$ cat config.mk
export PLATFORM = sky130hd
export DESIGN_NAME = out_port_uart
export DESIGN_NICKNAME = d
export VERILOG_FILES = /design/src/rtl/nic8_io_pkg.sv /design/src/rtl/sync_fifo.sv /design/src/rtl/out_port_uart.sv
export SDC_FILE = /design/constraint.sdc
export NUM_CORES = 1
export LEC_CHECK = 0
export ABC_CLOCK_PERIOD_IN_PS = 5500
export BUFFER_PORTS_ARGS = -buffer_cell sky130_fd_sc_hd__buf_2
export CORE_ASPECT_RATIO = 1.4
export CORE_UTILIZATION = 42
export CTS_CLUSTER_SIZE = 28
export DETAILED_ROUTE_END_ITERATION = 10
export HOLD_SLACK_MARGIN = 0.08
export PLACE_DENSITY_LB_ADDON = 0.15
export SLEW_MARGIN = 5
export SYNTH_ARGS = -nofsm -noshare
export SYNTH_HDL_FRONTEND = slang
export SYNTH_SLANG_ARGS = --single-unit
$ cat constraint.sdc
create_clock -name clk -period 5.5 [get_ports clk]
set_clock_uncertainty 0.2 [all_clocks]
set_input_delay 0.275 -clock clk [delete_from_list [all_inputs] [get_ports clk]]
set_output_delay 0.275 -clock clk [all_outputs]
set_load 0.05 [all_outputs]
$ cat src/rtl/nic8_io_pkg.sv
// Shared types and constants for the nic8 CPU I/O ports.
package nic8_io_pkg;

   localparam int unsigned UART_DATA_BITS  = 8;
   localparam int unsigned UART_FRAME_BITS = 10;

   typedef enum logic [1:0] {
      IDLE  = 2'd0,
      START = 2'd1,
      DATA  = 2'd2,
      STOP  = 2'd3
   } tx_state_t;

endpackage

$ cat src/rtl/sync_fifo.sv
// Synchronous FIFO with a registered occupancy count. A push while full is
// dropped (full is judged before any same-edge pop) and flagged on drop_o.
module sync_fifo #(
   parameter int unsigned WIDTH = 8,
   parameter int unsigned DEPTH = 8
) (
   input  logic                     clk_i,
   input  logic                     rst_ni,
   input  logic                     push_i,
   input  logic [WIDTH-1:0]         data_i,
   input  logic                     pop_i,
   output logic [WIDTH-1:0]         data_o,
   output logic                     full_o,
   output logic                     empty_o,
   output logic [$clog2(DEPTH):0]   count_o,
   output logic                     drop_o
);

   localparam int unsigned AW = $clog2(DEPTH);

   logic [WIDTH-1:0] mem_q [DEPTH];
   logic [AW-1:0]    wr_ptr_q, wr_ptr_d;
   logic [AW-1:0]    rd_ptr_q, rd_ptr_d;
   logic [AW:0]      count_q, count_d;
   logic             full_q, full_d;
   logic             empty_q, empty_d;
   logic             push_ok, pop_ok;

   // Next pointers and occupancy; flags are derived from the next count so
   // they change on the same edge as the push/pop that causes them.
   always_comb begin
      push_ok  = push_i && !full_q;
      pop_ok   = pop_i && !empty_q;
      wr_ptr_d = wr_ptr_q;
      rd_ptr_d = rd_ptr_q;
      count_d  = count_q;
      if (push_ok) wr_ptr_d = wr_ptr_q + AW'(1);
      if (pop_ok)  rd_ptr_d = rd_ptr_q + AW'(1);
      case ({push_ok, pop_ok})
         2'b10:   count_d = count_q + (AW+1)'(1);
         2'b01:   count_d = count_q - (AW+1)'(1);
         default: count_d = count_q;
      endcase
      full_d  = (count_d == (AW+1)'(DEPTH));
      empty_d = (count_d == '0);
   end

   // Pointer, count and flag registers.
   always_ff @(posedge clk_i) begin
      if (!rst_ni) begin
         wr_ptr_q <= '0;
         rd_ptr_q <= '0;
         count_q  <= '0;
         full_q   <= 1'b0;
         empty_q  <= 1'b1;
      end else begin
         wr_ptr_q <= wr_ptr_d;
         rd_ptr_q <= rd_ptr_d;
         count_q  <= count_d;
         full_q   <= full_d;
         empty_q  <= empty_d;
      end
   end

   // Storage array; contents need no reset since count gates every read.
   always_ff @(posedge clk_i) begin
      if (rst_ni && push_ok) mem_q[wr_ptr_q] <= data_i;
   end

   assign data_o  = mem_q[rd_ptr_q];
   assign full_o  = full_q;
   assign empty_o = empty_q;
   assign count_o = count_q;
   assign drop_o  = push_i && full_q;

endmodule

$ cat src/rtl/out_port_uart.sv
// CPU OUT-port stage: buffers strobed bus bytes and sends them as 8N1 frames.
module out_port_uart
   import nic8_io_pkg::*;
#(
   parameter int unsigned CLKS_PER_BIT = 4,
   parameter int unsigned DEPTH        = 8
) (
   input  logic                    clk,
   input  logic                    reset,
   input  logic [7:0]              dbus,
   input  logic                    out_strobe,
   output logic                    tx,
   output logic                    full,
   output logic                    empty,
   output logic [$clog2(DEPTH):0]  count,
   output logic                    overflow,
   output logic                    busy
);

   localparam logic [7:0] TIMER_LAST = 8'(CLKS_PER_BIT - 1);
   localparam logic [2:0] BIT_LAST   = 3'(UART_DATA_BITS - 1);

   tx_state_t  state_q, state_d;
   logic [7:0] timer_q, timer_d;
   logic [2:0] bit_idx_q, bit_idx_d;
   logic [7:0] shreg_q, shreg_d;
   logic       ovf_q, ovf_d;
   logic       pop;
   logic       drop;
   logic       fifo_empty;
   logic [7:0] head;
   logic       timer_last;

   sync_fifo #(
      .WIDTH (8),
      .DEPTH (DEPTH)
   ) u_fifo (
      .clk_i   (clk),
      .rst_ni  (reset),
      .push_i  (out_strobe),
      .data_i  (dbus),
      .pop_i   (pop),
      .data_o  (head),
      .full_o  (full),
      .empty_o (fifo_empty),
      .count_o (count),
      .drop_o  (drop)
   );

   assign timer_last = (timer_q == TIMER_LAST);

   // State, timer, shifter and sticky overflow registers.
   always_ff @(posedge clk) begin
      if (!reset) begin
         state_q   <= IDLE;
         timer_q   <= '0;
         bit_idx_q <= '0;
         shreg_q   <= '0;
         ovf_q     <= 1'b0;
      end else begin
         state_q   <= state_d;
         timer_q   <= timer_d;
         bit_idx_q <= bit_idx_d;
         shreg_q   <= shreg_d;
         ovf_q     <= ovf_d;
      end
   end

   // Next state: the timer restarts at every state or bit change, and the
   // last STOP cycle may chain straight into the next START.
   always_comb begin
      state_d   = state_q;
      timer_d   = timer_q + 8'd1;
      bit_idx_d = bit_idx_q;
      shreg_d   = shreg_q;
      pop       = 1'b0;
      ovf_d     = ovf_q | drop;
      case (state_q)
         IDLE: begin
            timer_d = '0;
            if (!fifo_empty) begin
               shreg_d = head;
               pop     = 1'b1;
               state_d = START;
            end
         end
         START: begin
            if (timer_last) begin
               timer_d   = '0;
               bit_idx_d = '0;
               state_d   = DATA;
            end
         end
         DATA: begin
            if (timer_last) begin
               timer_d   = '0;
               shreg_d   = {1'b0, shreg_q[7:1]};
               bit_idx_d = bit_idx_q + 3'd1;
               if (bit_idx_q == BIT_LAST) state_d = STOP;
            end
         end
         STOP: begin
            if (timer_last) begin
               timer_d = '0;
               if (!fifo_empty) begin
                  shreg_d = head;
                  pop     = 1'b1;
                  state_d = START;
               end else begin
                  state_d = IDLE;
               end
            end
         end
         default: state_d = IDLE;
      endcase
   end

   // Line level and busy flag from the current state only.
   always_comb begin
      tx   = 1'b1;
      busy = (state_q != IDLE);
      case (state_q)
         START:   tx = 1'b0;
         DATA:    tx = shreg_q[0];
         default: tx = 1'b1;
      endcase
   end

   assign empty    = fifo_empty;
   assign overflow = ovf_q;

endmodule

==> impl_metrics.py <==
metrics = {
    "run_status": {
        "outcome": "finished clean",
    },
    "timing": {
        "slew_violations": 0,
        "setup_violations": 0,
        "setup_tns_ps": 0,
        "slew_headroom": 0.3369,
        "period_needed_ps": 3501,
        "fin_ws_ps": 1999,
        "grt_setup_unrepaired": "false",
        "period_share": 0.6365,
        "fmax_ghz": 0.2856,
        "finalHoldViolCount": 0,
        "max_slew.worst_pin.slew_ps": 990.9,
    },
    "power": {
        "seq_power_share": 0.425,
        "pwr-share-clk": 0.295,
        "power_leakage_uw": 0.001732,
        "internal_power_uw": 1529,
        "p_per_area_nw_per_um2": 451.4,
        "ir_drop_mv": 0.2063,
        "power_frac_comb": 0.280,
        "p_switching_uw": 705.5,
        "swShare": 0.3157,
    },
    "worst_setup_path": {
        "crit_path_max_fanout": 7,
        "required_ps": 5560,
        "cp_cell_sequence": "ha_1, nor3b_2, a31oi_1, nor3_2, ha_1, xor2_1, ha_1, a21oi_1, mux2i_1, mux2_2, o31ai_1",
        "path_class": "reg -> reg",
        "crit_path_end": "u_fifo.empty_o",
        "crit_start": "timer_q[0]",
        "arrival_ps": 3560,
        "crit_top_cell": "ha_1",
        "reg2reg_depth": 11,
        "timing.rr.end": "u_fifo.empty_o",
        "regToRegStartpoint": "timer_q[0]",
        "r2r_slack_ps": 2000,
        "slowest_stage": "nor3b_2",
        "slowest_delay_ps": 430,
        "start_kind": "register",
        "crit_path_end_kind": "register",
    },
    "detailed_routing": {
        "dr_wl_met2_um": 3972,
        "drt_iter0_markers": 102,
        "drt_pre_antenna_iters": 4,
        "top_layer": "met4",
        "via_per_inst": 5.200,
        "drcViolationCount": 0,
        "m1WireLength_um": 3356,
        "met3_length_um": 156,
        "wire_per_inst_um": 16.13,
        "vias": 2470,
        "drtAntennaViolNets": 0,
        "routed_wl_um": 7663,
    },
    "clock_network": {
        "cts-root-buf": "clkbuf_16",
        "htreeDepth": 3,
        "cts.repair.resized": 0,
        "cts_sinks": 101,
        "cts_tree": "done",
        "cts_buffer_depth": 2,
        "worstSkewPairLatency_ps": 340,
        "cts.clk_slew.worst_paths_ps": 60,
        "cts_buffers": 9,
    },
    "yosys": {
        "synth.area.top_cells": "edfxtp_1, dfxtp_1, mux4_2, ha_1, mux2i_1",
        "synth_edf_count": 64,
        "synth_flop_cell": "edfxtp_1",
        "synth_top_area_cell": "edfxtp_1",
        "syn-cell-area_um2": 4244,
        "syn-num-nets": 326,
        "synth_top_area_frac": 0.4528,
        "syn_inst": 301,
        "ys_seq_area_frac": 0.6274,
        "ys_seq_elements": 101,
        "synth.distinct_cells": 45,
        "async_reset_ff_frac": 0,
        "avgSynthCellArea_um2": 14.10,
        "synth_warnings": 0,
    },
    "die": {
        "start_util": 0.4311,
        "num_io_pins": 20,
        "die_height_um": 120.9,
        "core_um2": 9846,
        "die_area_um2": 10520,
        "row_count": 43,
        "die_x_um": 86.96,
    },
    "placed_design": {
        "gp_congestion": 0.7535,
        "dp_hpwl_um": 5037,
        "portBuffers": 19,
        "place_inst": 450,
        "dp_worst_setup_slack_ps": 1988,
    },
    "cells_and_area": {
        "fin_nets": 361,
        "antenna_cells": 0,
        "layout_commonest_cell": "edfxtp_1",
        "area_growth_pct": 16.63,
        "drive_above_1_share": 0.2029,
        "instances_no_fill": 475,
        "most-common-layout-cells": "edfxtp_1, dfxtp_1, nor2_1",
        "fin_util": 0.5027,
    },
    "grt": {
        "grt_pass1_wl_um": 12470,
        "grt_max_degree": 21,
        "grt_pass1_vias": 2508,
        "grt_antenna_before_repair": 0,
        "grt_use_total": 0.1635,
        "grt_overflow": 0,
    },
    "hold_path": {
        "hold_class": "reg -> reg",
    },
    "run": {
        "cap_violations": 0,
    },
}
logic make-up (layout without fill, tap and decap cells):
kind of cell,after synthesis,count (layout),synth area share
buf+inv,18,57,0.01710
xor+xnor,10,10,0.02064
fa+ha+maj,14,14,0.04127
flops,101,101,0.6274
mux,30,30,0.1185
simple gates,82,82,0.1061
compound gates,46,46,0.06899
cell usage after synthesis, types with 2 or more instances:
cell       n
mux2i_1   12
o21ai_0   14
nor4_1     3
nand2_1   20
xor2_1     9
nor3b_1    2
nor4_4     2
nand4_1    3
and3_1     2
inv_1      8
nor3_1     3
a211o_1    2
nand2b_1   2
mux2_2     2
nor2b_1    4
nor2_1    24
or3_1      2
o31ai_1    2
ha_1      14
a22o_1     7
mux4_2    16
clkbuf_1   7
edfxtp_1  64
nand3_1    6
dfxtp_1   37
a21oi_1   15
power groups by stage:
stage                     registers, uW  logic (uW)  clock network [uW]
after floorplan                    1000         446                   0
after global placement              964         615                   0
after detailed placement            966         626                   0
after CTS                           950         634                 675
after global routing                959         692                 702
final                               950         626                 659
worst min-delay path by stage:
stage	start	endpoint	slack, ps	cells after the start
floorplan	dbus[0]	u_fifo.mem_q[0][0]	170	0
global placement	overflow	overflow	240	2
detailed placement	overflow	overflow	250	2
CTS	overflow	overflow	270	2
global route	shreg_q[7]	shreg_q[7]	310	1
finish	overflow	overflow	270	2
per-stage QoR:
stage | area (um2) | power [uW] | hold WS (ps)
final | 4950 | 2235 | 265.5
after global routing | 4950 | 2353 | 305.4
after CTS | 4950 | 2258 | 270.0
after detailed placement | 4538 | 1592 | 253.6
after global placement | 4538 | 1579 | 241.6
after floorplan | 4244 | 1451 | 173.9
critical path, delay by kind of cell, from the launching register on:
family | cells | cell delay [ps]
xor+xnor | 1 | 90
mux | 2 | 690
compound gates | 3 | 550
fa+ha+maj | 3 | 720
simple gates | 2 | 790
flops | 1 | 380
timing repair:
item | 4_1_cts | 5_1_grt
hold buffers | 10 | 0
hold endpoints to repair | 66 | 0
setup buffers | 0 | 0
per-layer routing:
metal / global-route usage / vias up
li1: - / 1207
met1: 0.1935 / 1224
met2: 0.2825 / 25
met3: 0.02653 / 14
met4: 0.08438 / 0
met5: 0 / -
registers in the layout, summed over array words and instances (netlist names), named ones only:
name	count
state_q	2
u_fifo.full_o	1
u_fifo.count_o	4
bit_idx_q	3
u_fifo.mem_q	64
shreg_q	8
overflow	1
u_fifo.rd_ptr_q	3
u_fifo.wr_ptr_q	3
u_fifo.empty_o	1
timer_q	8
area by class of cell:
cell class | instances | area (um2)
Inverter | 8 | 30.03
Fill cell | 873 | 4896
Timing Repair Buffer | 34 | 232.7
Sequential cell | 101 | 2663
Tap cell | 135 | 168.9
Multi-Input combinational cell | 182 | 1544
Clock inverter | 6 | 86.33
Clock buffer | 9 | 225.2
Power figures use the tool's default switching activity.
